### config.mk
export PLATFORM = sky130hd
export DESIGN_NAME = ctrl_decode_stage_flat
export DESIGN_NICKNAME = d
export VERILOG_FILES = /design/src/rtl/ctrl_decode_stage_pkg.sv /design/src/rtl/ctrl_decode_stage_if.sv /design/src/rtl/ctrl_decode_comb.sv /design/src/rtl/ctrl_decode_stage.sv /design/src/flat_wrapper.sv
export SDC_FILE = /design/constraint.sdc
export NUM_CORES = 1
export LEC_CHECK = 0
export ABC_AREA = 1
export ABC_CLOCK_PERIOD_IN_PS = 1400
export BUFFER_PORTS_ARGS = -buffer_cell sky130_fd_sc_hd__buf_4
export CELL_PAD_IN_SITES_DETAIL_PLACEMENT = 0
export CELL_PAD_IN_SITES_GLOBAL_PLACEMENT = 2
export CORE_UTILIZATION = 30
export DETAILED_ROUTE_END_ITERATION = 6
export PLACE_DENSITY = 0.9
export REMOVE_ABC_BUFFERS = 1
export SYNTH_ARGS = -nofsm -noshare
export SYNTH_HDL_FRONTEND = slang
export SYNTH_SLANG_ARGS = --single-unit
### constraint.sdc
create_clock -name clk -period 1.4 [get_ports clk]
set_input_delay 0.14 -clock clk [delete_from_list [all_inputs] [get_ports clk]]
set_output_delay 0.14 -clock clk [all_outputs]
set_load 0.02 [all_outputs]
### src/rtl/ctrl_decode_stage_pkg.sv
// Shared constants and the decoded control bundle for the decode stage.
package ctrl_dec_pkg;

  localparam int unsigned ILEN    = 32;
  localparam int unsigned ALUOP_W = 4;
  localparam int unsigned MREG_W  = 3;
  localparam int unsigned ICNT_W  = 8;

  localparam logic [6:0] OP_LOAD   = 7'd3;
  localparam logic [6:0] OP_IMM    = 7'd19;
  localparam logic [6:0] OP_FW     = 7'd25;
  localparam logic [6:0] OP_ADDIW  = 7'd27;
  localparam logic [6:0] OP_MREG   = 7'd30;
  localparam logic [6:0] OP_STORE  = 7'd35;
  localparam logic [6:0] OP_RTYPE  = 7'd51;
  localparam logic [6:0] OP_BRANCH = 7'd99;
  localparam logic [6:0] OP_JAL    = 7'd111;

  localparam logic [ALUOP_W-1:0] ALU_ADD = 4'd0;
  localparam logic [ALUOP_W-1:0] ALU_SUB = 4'd1;
  localparam logic [ALUOP_W-1:0] ALU_AND = 4'd2;
  localparam logic [ALUOP_W-1:0] ALU_OR  = 4'd3;
  localparam logic [ALUOP_W-1:0] ALU_NOT = 4'd4;
  localparam logic [ALUOP_W-1:0] ALU_SLL = 4'd6;
  localparam logic [ALUOP_W-1:0] ALU_SRL = 4'd7;
  localparam logic [ALUOP_W-1:0] ALU_SRA = 4'd8;

  typedef struct packed {
    logic               reg_write;
    logic               alu_src;
    logic               mem_write;
    logic               mem_to_reg;
    logic               jump;
    logic               ble;
    logic               imme;
    logic               pl_done;
    logic               fw_ld;
    logic               mem_sel;
    logic [ALUOP_W-1:0] alu_op;
    logic               illegal;
  } ctrl_bundle_t;

endpackage

### src/rtl/ctrl_decode_stage_if.sv
// Input/output stream handshake of the decode stage; slave = stage side.
interface ctrl_decode_stage_if
  import ctrl_dec_pkg::*;
();
  logic            in_valid;
  logic [ILEN-1:0] in_instr;
  logic            in_ready;
  logic            out_valid;
  logic            out_ready;
  logic [ILEN-1:0] out_instr;

  modport slave (
    input  in_valid, in_instr, out_ready,
    output in_ready, out_valid, out_instr
  );

  modport master (
    output in_valid, in_instr, out_ready,
    input  in_ready, out_valid, out_instr
  );
endinterface

### src/rtl/ctrl_decode_comb.sv
// Purely combinational instruction decoder: instr -> control bundle,
// plus the master-control update request for opcode 30.
module ctrl_decode_comb
  import ctrl_dec_pkg::*;
(
  input  logic [ILEN-1:0]   instr,
  output ctrl_bundle_t      ctrl,
  output logic              mreg_we,
  output logic [MREG_W-1:0] mreg_val
);
  logic [6:0] opcode;
  logic [2:0] func3;
  logic [6:0] func7;
  logic       unused_bits;

  assign opcode      = instr[6:0];
  assign func3       = instr[14:12];
  assign func7       = instr[31:25];
  assign unused_bits = ^{instr[24:15], instr[11:7]};

  always_comb begin
    ctrl     = '0;
    mreg_we  = 1'b0;
    mreg_val = '0;
    case (opcode)
      OP_ADDIW: begin
        ctrl.reg_write  = 1'b1;
        ctrl.alu_src    = 1'b1;
        ctrl.mem_to_reg = 1'b1;
        ctrl.imme       = 1'b1;
      end
      OP_IMM: begin
        ctrl.reg_write  = 1'b1;
        ctrl.alu_src    = 1'b1;
        ctrl.mem_to_reg = 1'b1;
        ctrl.imme       = 1'b1;
        case (func3)
          3'b001:  ctrl.alu_op = ALU_SLL;
          3'b100:  ctrl.alu_op = ALU_NOT;
          3'b101: begin
            if (func7[6:1] == 6'b000000)      ctrl.alu_op = ALU_SRL;
            else if (func7[6:1] == 6'b010000) ctrl.alu_op = ALU_SRA;
            else                              ctrl.alu_op = ALU_ADD;
          end
          default: ctrl.alu_op = ALU_ADD;
        endcase
      end
      OP_RTYPE: begin
        ctrl.reg_write  = 1'b1;
        ctrl.mem_to_reg = 1'b1;
        if (func7 == 7'h00) begin
          case (func3)
            3'b110:  ctrl.alu_op = ALU_OR;
            3'b111:  ctrl.alu_op = ALU_AND;
            default: ctrl.alu_op = ALU_ADD;
          endcase
        end else if (func7 == 7'h20) begin
          ctrl.alu_op = ALU_SUB;
        end
      end
      OP_STORE: begin
        ctrl.alu_src   = 1'b1;
        ctrl.mem_write = 1'b1;
        ctrl.mem_sel   = (func3 == 3'b111);
      end
      OP_BRANCH: ctrl.ble = 1'b1;
      OP_LOAD: begin
        ctrl.reg_write = 1'b1;
        ctrl.alu_src   = 1'b1;
        ctrl.imme      = 1'b1;
        ctrl.mem_sel   = (func3 == 3'b111);
      end
      OP_JAL: begin
        ctrl.reg_write = 1'b1;
        ctrl.jump      = 1'b1;
      end
      OP_FW: begin
        if (func3 == 3'b000) begin
          ctrl.fw_ld     = 1'b1;
          ctrl.reg_write = 1'b1;
        end else if (func3 == 3'b001) begin
          ctrl.pl_done = 1'b1;
        end
      end
      OP_MREG: begin
        mreg_we  = 1'b1;
        mreg_val = (func3 == 3'b111) ? '0 : func3;
      end
      default: ctrl.illegal = 1'b1;
    endcase
  end
endmodule

### src/rtl/ctrl_decode_stage.sv
// Registered decode stage with 2-entry skid buffer, sticky done latch and
// master-control register. Define CTRL_DEC_ILLEGAL_CNT_EN for illegal_cnt.
module ctrl_decode_stage
  import ctrl_dec_pkg::*;
(
  input  logic               clk,
  input  logic               rst,
  ctrl_decode_stage_if.slave bus,
  output logic               RegWrite,
  output logic               ALUSrc,
  output logic               MemWrite,
  output logic               MemtoReg,
  output logic               Jump,
  output logic               ble,
  output logic               imme,
  output logic               PL_done,
  output logic               FW_ld,
  output logic               mem_sel,
  output logic [ALUOP_W-1:0] ALUop,
  output logic [MREG_W-1:0]  master_reg,
  output logic               done,
  input  logic               restart,
  output logic               illegal,
  output logic [ICNT_W-1:0]  illegal_cnt
);
  ctrl_bundle_t      in_ctrl, main_ctrl, skid_ctrl;
  logic              in_mreg_we;
  logic [MREG_W-1:0] in_mreg_val;
  logic [ILEN-1:0]   main_instr, skid_instr;
  logic              main_vld, skid_vld, skid_vld_n;
  logic              rdy_q, done_q, done_n;
  logic [MREG_W-1:0] mreg_q;
  logic              accept, fire;

  ctrl_decode_comb u_dec (
    .instr    (bus.in_instr),
    .ctrl     (in_ctrl),
    .mreg_we  (in_mreg_we),
    .mreg_val (in_mreg_val)
  );

  assign accept = bus.in_valid && rdy_q;
  assign fire   = main_vld && bus.out_ready;

  // in_ready is registered, so it is derived from next-cycle skid/done state.
  always_comb begin
    skid_vld_n = skid_vld;
    if (!main_vld || fire) skid_vld_n = 1'b0;
    else if (accept)       skid_vld_n = 1'b1;
    done_n = done_q;
    if (accept && in_ctrl.pl_done) done_n = 1'b1;
    else if (restart)              done_n = 1'b0;
  end

  always_ff @(posedge clk) begin
    if (rst) begin
      main_vld   <= 1'b0;
      main_instr <= '0;
      main_ctrl  <= '0;
      skid_vld   <= 1'b0;
      skid_instr <= '0;
      skid_ctrl  <= '0;
      rdy_q      <= 1'b1;
      done_q     <= 1'b0;
      mreg_q     <= '0;
    end else begin
      if (!main_vld || fire) begin
        if (skid_vld) begin
          main_vld   <= 1'b1;
          main_instr <= skid_instr;
          main_ctrl  <= skid_ctrl;
        end else begin
          main_vld <= accept;
          if (accept) begin
            main_instr <= bus.in_instr;
            main_ctrl  <= in_ctrl;
          end
        end
      end else if (accept) begin
        skid_instr <= bus.in_instr;
        skid_ctrl  <= in_ctrl;
      end
      skid_vld <= skid_vld_n;
      done_q   <= done_n;
      rdy_q    <= !skid_vld_n && !done_n;
      if (accept && in_mreg_we) mreg_q <= in_mreg_val;
    end
  end

`ifdef CTRL_DEC_ILLEGAL_CNT_EN
  logic [ICNT_W-1:0] icnt_q;

  always_ff @(posedge clk) begin
    if (rst)                                             icnt_q <= '0;
    else if (accept && in_ctrl.illegal && icnt_q != '1) icnt_q <= icnt_q + ICNT_W'(1);
  end

  assign illegal_cnt = icnt_q;
`else
  assign illegal_cnt = '0;
`endif

  assign bus.in_ready  = rdy_q;
  assign bus.out_valid = main_vld;
  assign bus.out_instr = main_instr;
  assign RegWrite      = main_ctrl.reg_write;
  assign ALUSrc        = main_ctrl.alu_src;
  assign MemWrite      = main_ctrl.mem_write;
  assign MemtoReg      = main_ctrl.mem_to_reg;
  assign Jump          = main_ctrl.jump;
  assign ble           = main_ctrl.ble;
  assign imme          = main_ctrl.imme;
  assign PL_done       = main_ctrl.pl_done;
  assign FW_ld         = main_ctrl.fw_ld;
  assign mem_sel       = main_ctrl.mem_sel;
  assign ALUop         = main_ctrl.alu_op;
  assign illegal       = main_ctrl.illegal;
  assign master_reg    = mreg_q;
  assign done          = done_q;
endmodule

### src/flat_wrapper.sv
// flat-port wrapper written by rule: the top's interface ports become plain ports
module ctrl_decode_stage_flat import ctrl_dec_pkg::*;
  (clk, rst, RegWrite, ALUSrc, MemWrite, MemtoReg, Jump, ble, imme, PL_done, FW_ld, mem_sel, ALUop, master_reg, done, restart, illegal, illegal_cnt, bus_in_valid, bus_in_instr, bus_out_ready, bus_in_ready, bus_out_valid, bus_out_instr);
  ctrl_decode_stage_if bus_i ();
  input  logic clk;
  input  logic rst;
  output logic RegWrite;
  output logic ALUSrc;
  output logic MemWrite;
  output logic MemtoReg;
  output logic Jump;
  output logic ble;
  output logic imme;
  output logic PL_done;
  output logic FW_ld;
  output logic mem_sel;
  output logic [ALUOP_W-1:0] ALUop;
  output logic [MREG_W-1:0] master_reg;
  output logic done;
  input  logic restart;
  output logic illegal;
  output logic [ICNT_W-1:0] illegal_cnt;
  input wire logic [$bits(bus_i.in_valid)-1:0] bus_in_valid;
  input wire logic [$bits(bus_i.in_instr)-1:0] bus_in_instr;
  input wire logic [$bits(bus_i.out_ready)-1:0] bus_out_ready;
  output wire logic [$bits(bus_i.in_ready)-1:0] bus_in_ready;
  output wire logic [$bits(bus_i.out_valid)-1:0] bus_out_valid;
  output wire logic [$bits(bus_i.out_instr)-1:0] bus_out_instr;
  assign bus_i.in_valid = bus_in_valid;
  assign bus_i.in_instr = bus_in_instr;
  assign bus_i.out_ready = bus_out_ready;
  assign bus_in_ready = bus_i.in_ready;
  assign bus_out_valid = bus_i.out_valid;
  assign bus_out_instr = bus_i.out_instr;
  ctrl_decode_stage u_core (.clk(clk), .rst(rst), .bus(bus_i), .RegWrite(RegWrite), .ALUSrc(ALUSrc), .MemWrite(MemWrite), .MemtoReg(MemtoReg), .Jump(Jump), .ble(ble), .imme(imme), .PL_done(PL_done), .FW_ld(FW_ld), .mem_sel(mem_sel), .ALUop(ALUop), .master_reg(master_reg), .done(done), .restart(restart), .illegal(illegal), .illegal_cnt(illegal_cnt));
endmodule
After elaboration in Yosys (flattened, before gate mapping)
Cells that the tools add are included.

Flip-flop bits (word level): 101. Logic and storage cells: 101.

Eq/ne operators: 16. Muxes and demuxes: 32. Bitwise gates (word level): 1. Reduce and logical (&&, ||, !) cells: 21.

Operator list (count): $mux 32 (2); $mux 15 (2); $eq 7x5->1 const B (4); $eq 7x6->1 const B (3); $mux 1 (18); $eq 7x7->1 const B (2); $eq 3x3->1 const B (4); $mux 4 (3); $pmux 4 s3 (1); $reduce_or 9->1 (1); $pmux 4 s2 (1); $eq 7x2->1 const B (1); $logic_not 7->1 (1); $eq 6x5->1 const B (1); $logic_not 6->1 (1); $mux 3 (2); $reduce_or 3->1 (2); $logic_and 1x1->1 (5); $reduce_or 5->1 (1); $pmux 2 s2 (1); $reduce_and 2->1 (2); $reduce_or 4->1 (1); $eq 3x1->1 const B (1); $logic_not 1->1 (3); 7 further kinds (7).

Longest topological paths before layout
Depth in word-level cells: 8. Depth in mapped cells: 10. Depth with buffers taken out: 10.

Hierarchy
A second synthesis with hierarchy kept.

Cell total of the unflattened synthesis: 837. Area total of the unflattened synthesis: 5004.8 um^2.

By module, submodules not included: ctrl_decode_stage (times used 1, cells an instance 743, area an instance 4575.6 um^2); ctrl_decode_comb (times used 1, cells an instance 94, area an instance 429.2 um^2).

Worst setup path before layout
Ideal clock, no wire load.

Kind: register -> register. From: reg u_core.rdy_q (netlist: u_core.bus.in_ready). To: reg u_core.skid_ctrl[3] (netlist bit). Arrival: 1.219 ns. Required time: 1.285 ns. Path slack: 0.066 ns. Stages on the path, launching flop included: 7. Path buffers: 1. Period minus slack after synthesis: 1.334 ns. Path through: dfxtp_1 -> nand2_1 -> nor2_4 -> inv_2 -> buf_2 -> o21ai_0 -> inv_1.

Word-level cells in the longest chain between the ends: 2.

Ends and longest elaborated chain: start: declaration (RTL line ctrl_decode_stage.sv:31) `logic rdy_q, done_q, done_n;`; start signal: assignment (RTL line ctrl_decode_stage.sv:85) `rdy_q <= !skid_vld_n && !done_n;`; $logic_and 1x1->1 (RTL line ctrl_decode_stage.sv:42) `assign accept = bus.in_valid && rdy_q;`; $reduce_and 2->1 (no line); end signal: assignment (RTL line ctrl_decode_stage.sv:81) `skid_ctrl <= in_ctrl;`; end: declaration (RTL line ctrl_decode_stage.sv:26) `ctrl_bundle_t in_ctrl, main_ctrl, skid_ctrl;`.

No other way between the ends. A chain may end at the register's enable or synchronous reset.

Worst setup path after layout
From: reg u_core.main_vld (netlist: u_core.bus.out_valid). To: reg u_core.skid_ctrl[14] (netlist bit).

Word-level cells in the longest chain between the ends: 4.

Ends and longest elaborated chain: start: declaration (RTL line ctrl_decode_stage.sv:30) `logic main_vld, skid_vld, skid_vld_n;`; start signal: assignment (RTL line ctrl_decode_stage.sv:73) `main_vld <= accept;`; $logic_not 1->1 / $logic_and 1x1->1 (equally long branches) (RTL line ctrl_decode_stage.sv:67, ctrl_decode_stage.sv:43); $logic_or 1x1->1 * (RTL line ctrl_decode_stage.sv:67) `if (!main_vld || fire) begin`; $not 1->1 (no line) *; $reduce_and 2->1 (no line) *.

Every way passes the cells marked *; elsewhere a longest branch is shown, timed or not.

==> reports/metrics.cfg <==
[run_status]
status=finished, final reports clean

[floorplan]
die_area_sq_um=15000
rows=43
core-area_sq_um=14000
fp.dieW_microns=122
initial_utilization_pct=31.0
io_pins=98
die_h_microns=122

[placed_design]
portBuffers=89
gp_congestion=0.806
place_ws_ps=33.4
dp.cells=832
place_hpwl_microns=7570

[worst_hold_path]
hold_path_class=input port to flop
hold_path.startpoint=bus_in_instr[24]

[setup_path]
cp.depth=8
crit_end=u_core.skid_ctrl[14]
cp-start-kind=flop
crit_buf_inv=4
critPathTopFamily=buffers and inverters
critical_path.max_fanout=15
reg2reg_depth=8
r2r_end=u_core.skid_ctrl[14]
cp_slowest_stage_delay_ps=320
crit_type=flop to flop
r2r_slack_ps=30
timing.rr.start=u_core.bus.out_valid
crit_start=u_core.bus.out_valid
worstSetupEndpointType=flop
cpMaxStageDelayCell=dfxtp_2
cp_cell_sequence=inv_1 -> nor2_2 -> inv_2 -> nor2_4 -> buf_12 -> clkbuf_16 -> o21ai_0 -> a21oi_1
crit_arrival_ps=1650
cp_data_required_time_ps=1680

[timing]
fmaxAchievable_mhz=729
rsz0062_at_grt=no
min_period_over_period_pct=97.9
setup_slack_ps=28.8
min_period_ps=1370
hold_ws_ps=20.9
finalHoldViolCount=0
slew_viol_final=0
worst_clock_skew_ps=2.88
setup_viol_count_final=0

[cells_and_area]
most-common-layout-cells=107 x nand2_1, 99 x dfxtp_1, 95 x buf_4, 90 x o21ai_0, 63 x nor2_1
num_antenna_cells=0
drive_above_1_share_pct=22.5
layoutNonFillerInstCount=852
area_delta_synth_final_pct=28.5
finish.utilization_pct=39.8
final_common_cell=nand2_1
n_fill_cell=1431
multiInputGateArea_sq_um=1930
area.sequential_sq_um=2020
nNetsFinal=704

[logic_synthesis]
netlist_area_sq_um=4350
synth_area_per_cell_sq_um=7.34
synth_area_leaders=dfxtp_1 46%, o21ai_0 10%, nand2_1 9.3%, a21oi_1 6.1%, nor2_1 5.4%
synth_cell_types=30
synthCells=593
synth_warnings=0
ys.flop_type=dfxtp_1
yosysTopAreaCellShare_pct=46.4
synth_edf_count=0
async_reset_ff_share_pct=0
synth.largest_area_cell=dfxtp_1
ys_seq_area_share_pct=46.4
synth_seq_cells=101

[global_route]
grt_pass1_wl_microns=18900
overflow=0
grt_pass1_vias=3828
grt_max_degree=69
antenna_found_initial=0
track_usage_pct=16.3

[power_and_ir_drop]
power_uw=6910
power.density_nw_per_um2=1240
p_leak_uw=0.00252
irDropWorstVdd_v=0.000560

[clock_tree]
clk_latency_ps=350
path_clk_slew_ps=60
cts_tree=done
cts.sinks=101
clk_root_buffer_cell=clkbuf_16
clock_path_buffers=2
cts_hold_buf=0
numCtsBuffers=9
htreeDepth=3

[job]
maxCapViolCount=0

[detailed_routing]
firstDrtPassIters=5
drc=0
routed_wl_microns=12100
dr.first_iter.drc_count=244
viasPerCell=4.83
ant_nets=0
num_vias=4119
post_drt_wl_per_cell_microns=14.3

logic make-up (layout without fill, tap and decap cells):
logic type | Yosys count | after routing | share of synthesized area [%]
and+or+nand+nor | 208 | 208 | 20.2
other | 1 | 8 | 0.0861
DFF | 101 | 101 | 46.4
buffers and inverters | 94 | 166 | 10.1
AOI/OAI and AO/OA | 189 | 189 | 23.2
Yosys cell counts, types with 2 or more instances:
| library cell | number |
|---|---|
| nand2_1 | 108 |
| dfxtp_1 | 101 |
| o21ai_0 | 90 |
| nor2_1 | 63 |
| a21oi_1 | 53 |
| inv_1 | 37 |
| a31oi_1 | 33 |
| buf_2 | 18 |
| nand3_1 | 16 |
| buf_4 | 15 |
| clkbuf_1 | 13 |
| inv_2 | 7 |
| o21ai_1 | 7 |
| nand2_2 | 5 |
| nor2_2 | 4 |
| clkbuf_2 | 3 |
| nor2_4 | 3 |
| nand2_4 | 2 |
| nand4_1 | 2 |
| o211ai_1 | 2 |
| o21ai_2 | 2 |
worst min path at each step:
| stage | end | slack (ps) | cells after the start |
|---|---|---|---|
| after global routing | u_core.skid_instr[24] | 10 | 3 |
| after detailed placement | u_core.skid_instr[18] | 380 | 3 |
| final | u_core.skid_instr[24] | 20 | 3 |
| after floorplan | u_core.bus.out_valid | 210 | 1 |
| after CTS | u_core.skid_instr[18] | 6 | 3 |
| after global placement | u_core.skid_instr[7] | 380 | 3 |
repair_timing:
action                                  in CTS  in global routing
setup buffers                                0                  1
gates resized for setup                      0                  6
endpoints found under the setup margin       0                 12
worst reg2reg max path, cell delays in order (launching register included):
cell and delay [ps]:
dfxtp_2 320, inv_1 40, nor2_2 110, inv_2 80, nor2_4 170, buf_12 150, clkbuf_16 180, o21ai_0 100
a21oi_1 150
routing by layer:
layer	GRT usage (%)	up-vias	routed length, microns	part of all wire, %
met5	0	-	0	0
met2	26.1	127	5720	47
met1	21.4	1885	5500	45
li1	-	2098	-	-
met3	4.79	9	821	6.8
met4	3.73	0	106	0.87
report_power, final:
part | internal [uW] | switching (uW)
logic | 415 | 609
registers | 3050 | 87.9
clock network | 1660 | 1090
area by class of cell:
type / count / area share [%]
clock buffer: 12 / 4.59
clock inverter: 4 / 1.25
inverter: 45 / 3.15
multi-input combinational: 405 / 34.4
sequential: 101 / 36.2
tap: 180 / 4.03
timing repair buffer: 105 / 16.3
metrics by stage:
step                area (sq um)  TNS [ps]
CTS                         5500         0
detailed placement          5170         0
finish                      5590         0
global route                5590         0
global placement            5170         0
floorplan                   4110    -76230
(Power assumes the default switching activity.)
